<file path="src/rtl/led_pulse.sv">
// Event-queued LED/buzzer pulse generator: IDLE -> ON -> GAP, with up to 15 queued events.
// Optional dimming during ON is enabled by defining LED_DIM_EN.
module led_pulse #(
  parameter int ON_CYCLES  = 50000000,
  parameter int GAP_CYCLES = 25000000,
  parameter int DIM_DUTY   = 8
) (
  input  logic       clk,
  input  logic       rst_n,
  input  logic       trig,
  output logic       out,
  output logic       busy,
  output logic [3:0] pending,
  output logic       overflow
);

  localparam int MAXC = (ON_CYCLES > GAP_CYCLES) ? ON_CYCLES : GAP_CYCLES;
  localparam int CW   = (MAXC > 1) ? $clog2(MAXC) : 1;
  localparam logic [CW-1:0] ON_LOAD  = CW'(ON_CYCLES - 1);
  localparam logic [CW-1:0] GAP_LOAD = CW'(GAP_CYCLES - 1);
  localparam logic [4:0]    DUTY     = 5'(DIM_DUTY);

  typedef enum logic [1:0] {IDLE, ON, GAP} state_t;

  state_t          state, stateNext;
  logic [CW-1:0]   count, countNext;
  logic [3:0]      pendingNext;
  logic            overflowNext;
  logic            trigPrev;
  logic            armed;
  logic            evt;
  logic            onLevel;

  always_comb begin
    // armed masks the first cycle after reset so a trig held through release is not an edge
    evt          = trig & ~trigPrev & armed;
    stateNext    = state;
    countNext    = count;
    pendingNext  = pending;
    overflowNext = 1'b0;
    case (state)
      IDLE: begin
        if (evt) begin
          stateNext = ON;
          countNext = ON_LOAD;
        end
      end
      ON: begin
        if (count == '0) begin
          stateNext = GAP;
          countNext = GAP_LOAD;
        end else begin
          countNext = count - 1'b1;
        end
        if (evt) begin
          if (pending == 4'd15) overflowNext = 1'b1;
          else                  pendingNext  = pending + 4'd1;
        end
      end
      GAP: begin
        if (count == '0) begin
          // a same-cycle event replaces the dequeued one, so pending holds
          if (pending != 4'd0 || evt) begin
            stateNext = ON;
            countNext = ON_LOAD;
            if (!evt) pendingNext = pending - 4'd1;
          end else begin
            stateNext = IDLE;
          end
        end else begin
          countNext = count - 1'b1;
          if (evt) begin
            if (pending == 4'd15) overflowNext = 1'b1;
            else                  pendingNext  = pending + 4'd1;
          end
        end
      end
      default: stateNext = IDLE;
    endcase
  end

`ifdef LED_DIM_EN
  logic [3:0] phase;
  logic [3:0] phaseNext;

  assign phaseNext = phase + 4'd1;
  assign onLevel   = ({1'b0, phaseNext} < DUTY);

  always_ff @(posedge clk) begin
    if (!rst_n) phase <= 4'd0;
    else        phase <= phaseNext;
  end
`else
  logic unusedDuty;

  assign unusedDuty = ^DUTY;
  assign onLevel    = 1'b1;
`endif

  always_ff @(posedge clk) begin
    if (!rst_n) begin
      state    <= IDLE;
      count    <= '0;
      pending  <= 4'd0;
      trigPrev <= 1'b0;
      armed    <= 1'b0;
      out      <= 1'b0;
      busy     <= 1'b0;
      overflow <= 1'b0;
    end else begin
      state    <= stateNext;
      count    <= countNext;
      pending  <= pendingNext;
      trigPrev <= trig;
      armed    <= 1'b1;
      out      <= (stateNext == ON) && onLevel;
      busy     <= (stateNext != IDLE);
      overflow <= overflowNext;
    end
  end

endmodule
</file>
<file path="config.mk">
export PLATFORM = sky130hd
export DESIGN_NAME = led_pulse
export DESIGN_NICKNAME = d
export VERILOG_FILES = /design/src/rtl/led_pulse.sv
export SDC_FILE = /design/constraint.sdc
export NUM_CORES = 1
export LEC_CHECK = 0
export BUFFER_PORTS_ARGS = -buffer_cell sky130_fd_sc_hd__buf_2
export CORE_MARGIN = 8
export CORE_UTILIZATION = 62
export CTS_CLUSTER_DIAMETER = 200
export DETAILED_ROUTE_END_ITERATION = 6
export GPL_ROUTABILITY_DRIVEN = 0
export PLACE_DENSITY = 0.8
export SKIP_CTS_REPAIR_TIMING = 1
export SLEW_MARGIN = 20
export SYNTH_ARGS = -nofsm -noshare
export SYNTH_HDL_FRONTEND = slang
export SYNTH_SLANG_ARGS = --single-unit
export TNS_END_PERCENT = 5
</file>
<file path="constraint.sdc">
create_clock -name clk -period 6.43 [get_ports clk]
set_input_delay 0.643 -clock clk [delete_from_list [all_inputs] [get_ports clk]]
set_output_delay 0.643 -clock clk [all_outputs]
set_load 0.02 [all_outputs]
</file>
==> summary.txt <==
Worst setup path
  • Worst Setup Path Type: flip-flop to flip-flop
  • CP bufs+invs: 1
  • Worst Setup Start Kind: flip-flop
  • Largest fanout on the critical path: 15
  • Crit path required time: 6.64 ns
  • Worst Setup End Kind: flip-flop
  • CP arrival: 3.17 ns
  • Critical-path cell list: inv_1, ha_1, nor4b_2, nand4_2, or3_1, a31o_1, a221oi_2
  • CP max-delay cell: nor4b_2
  • Crit path largest cell delay: a little under 0.8 ns
  • Cell family with most CP delay: simple AND/OR/NAND/NOR gates

Place
  • Cells after DPL: approximately 370
  • HPWL after detailed placement: around 5000 um
  • IO Port Bufs: 9
  • Pre-CTS WS: ~3.6 ns

Detailed routing
  • Initial DRT Pass Iterations: 5
  • Routed wire length: around 7200 um
  • Wirelength per Cell: 19.42 um
  • Drt via density: 7.317
  • Post-route ant nets: 0
  • Via count: 2722
  • Drt drc: 0
  • DRT iter0 DRCs: roughly 340

Synth
  • Synth warn: 0
  • Area leader, netlist: dfxtp_1
  • Mapped Cells: 328
  • Syn avg cell area: 8.114 um^2
  • Syn_nets: 339
  • Post-synth EDFFs: 0
  • Sequential share of the synthesized area: about 28%
  • Post-Syn Area: 0.002661 mm^2
  • Top-count cell post-synth: dfxtp_1
  • Synth area leaders: dfxtp_1, a21oi_1, ha_1, nand2_1, o31ai_1
  • Predominant post-synthesis flop cell: dfxtp_1
  • Register bit total from synthesis: 37
  • Distinct cell type count after synthesis: 64
  • Post-synth top area share: 27.83%
  • Post-synth top cells: dfxtp_1, nand2_1, a21oi_1
  • Post-synth ARST share: 0%

Timing
  • Worst slew margin: 37.87%
  • Hold slack: 0.5359 ns
  • Final Slew Violations: 0
  • Crit path time final: 2.963 ns
  • Period utilization: 46.09%
  • Final hold vios: 0
  • Clk_skew: 0.006266 ns
  • Slew @ Worst Pin: 0.9295 ns
  • RSZ-0062 raised after global routing: false
  • Fmax: ~340 MHz
  • Setup TNS: 0 ns
  • Setup violators final: 0
  • Final worst slack: 3.467 ns

Die
  • Starting Density: 62.85%
  • Ports: 10
  • Cell row count: 24
  • Core area: 0.004234 mm^2
  • Overall die height: roughly 82 um
  • Horiz. Die Dim: 81.52 um
  • Die area: 0.006645 mm^2

Global routing
  • GRT overflow: 0
  • Busiest layer in global routing: met2
  • GR Util met1: around 31%
  • Total GRT Usage: 23.11%
  • First-pass GRT wire length: between 10000 and 15000 um
  • Met3 GRT Util: 5.580%
  • Largest net degree at the start of global routing: 30
  • Vias in the first global route: 2469
  • Met2 GRT Util: around 34%
  • Initial antenna violation count: 0

Final layout
  • Antenna Cells: 0
  • Area Growth Syn to Fin: 3.855%
  • Util after Layout: 65.28%
  • Fillers: ~370
  • # nets final: approximately 330
  • Final cell count without fillers: 372
  • Share of layout cells above drive strength 1: 14.69%

Clock network
  • Deepest clock path buffer count: 2
  • Number of clock sinks: 37
  • Root Driver: clkbuf_8
  • TritonCTS Buffers: 5
  • Clock latency on the worst-skew pair: 0.30 ns
  • TritonCTS clock tree: yes
  • Worst-path clk slew: 0.07 ns
  • H-tree lvl count: 2

Status
  • Status: finished clean

Job
  • MaxCap Viol Count: 0

Pwr
  • Maximum vdd ir drop: 0.0001045 V
  • Power per cell area: roughly 230 mW/mm^2
  • Leakage Power: 0.9725 nW

Hold path
  • Tightest Hold Check Type: flip-flop to flip-flop
state kept, by name (all words and copies together), names as in the netlist:
signal / flops
pending: 4
state: 2
count: 26
overflow: 1
out: 1
trigPrev: 1
armed: 1
busy: 1
cell type report:
type	count	area [um^2]	area share [%]
multi-input combinational	248	1748	63.24
sequential	37	740.7	26.80
clock buffer	7	86.33	3.124
tap	52	65.06	2.354
inverter	17	63.81	2.309
timing repair buffer	11	60.06	2.173
through the flow:
| stage | total power, W | area (um^2) |
|---|---|---|
| floorplan | 0.0004201 | 2661 |
| global placement | 0.0004559 | 2678 |
| detailed placement | 0.0004591 | 2678 |
| CTS | 0.0006276 | 2764 |
| global route | 0.0006621 | 2764 |
| finish | 0.0006306 | 2764 |
report_power, final:
group          switching [W]  total [W]  internal [W]
logic               0.000125   0.000189     0.0000639
clock network      0.0000838   0.000169     0.0000851
registers          0.0000258   0.000273      0.000247
logic make-up (layout without fill, tap and decap cells):
| group | after synthesis | count (layout) | synth area share (%) |
|---|---|---|---|
| fa+ha+maj | 8 | 8 | 3.761 |
| simple gates | 116 | 116 | 26.99 |
| xor+xnor | 3 | 3 | 0.9875 |
| compound gates | 119 | 119 | 33.15 |
| mux | 2 | 2 | 0.7992 |
| flops | 37 | 37 | 27.83 |
| buf+inv | 43 | 35 | 6.488 |
cell usage in the layout (no fill, tap or decap), types with 6 or more instances in the layout:
cell / count
o221a_2: 6
a221oi_1: 6
inv_1: 17
a21oi_1: 22
buf_2: 9
nor2_1: 15
nand2_1: 24
o31ai_1: 12
o21ai_0: 11
a31oi_1: 10
clkbuf_8: 6
a311oi_1: 8
nor4_1: 6
ha_1: 8
nand3_1: 10
dfxtp_1: 37
nor3_1: 13
path summary, 6_finish.rpt:
| check | start | endpoint | slack (ns) | depth (start not counted) |
|---|---|---|---|---|
| hold reg to reg | count[24]$_SDFFE_PN0P_ | count[24]$_SDFFE_PN0P_ | 0.54 | 1 |
| hold / removal | count[24]$_SDFFE_PN0P_ | count[24]$_SDFFE_PN0P_ | 0.54 | 1 |
| setup / recovery | count[0]$_SDFFE_PN0P_ | count[7]$_SDFFE_PN0P_ | 3.47 | 7 |
| setup reg to reg | count[0]$_SDFFE_PN0P_ | count[7]$_SDFFE_PN0P_ | 3.47 | 7 |
metal layers:
layer  up-vias  wire, um
met5         -         0
met4         0       203
met3        29       616
met2       153      3167
met1      1261      3236
li1       1279         -
worst reg2reg max path, stage by stage (launching register included):
cell and delay (ns):
dfxtp_1 0.34, inv_1 0.08, ha_1 0.21, nor4b_2 0.78, nand4_2 0.29, or3_1 0.67, a31o_1 0.32, a221oi_2 0.19
(Power assumes the default switching activity.)
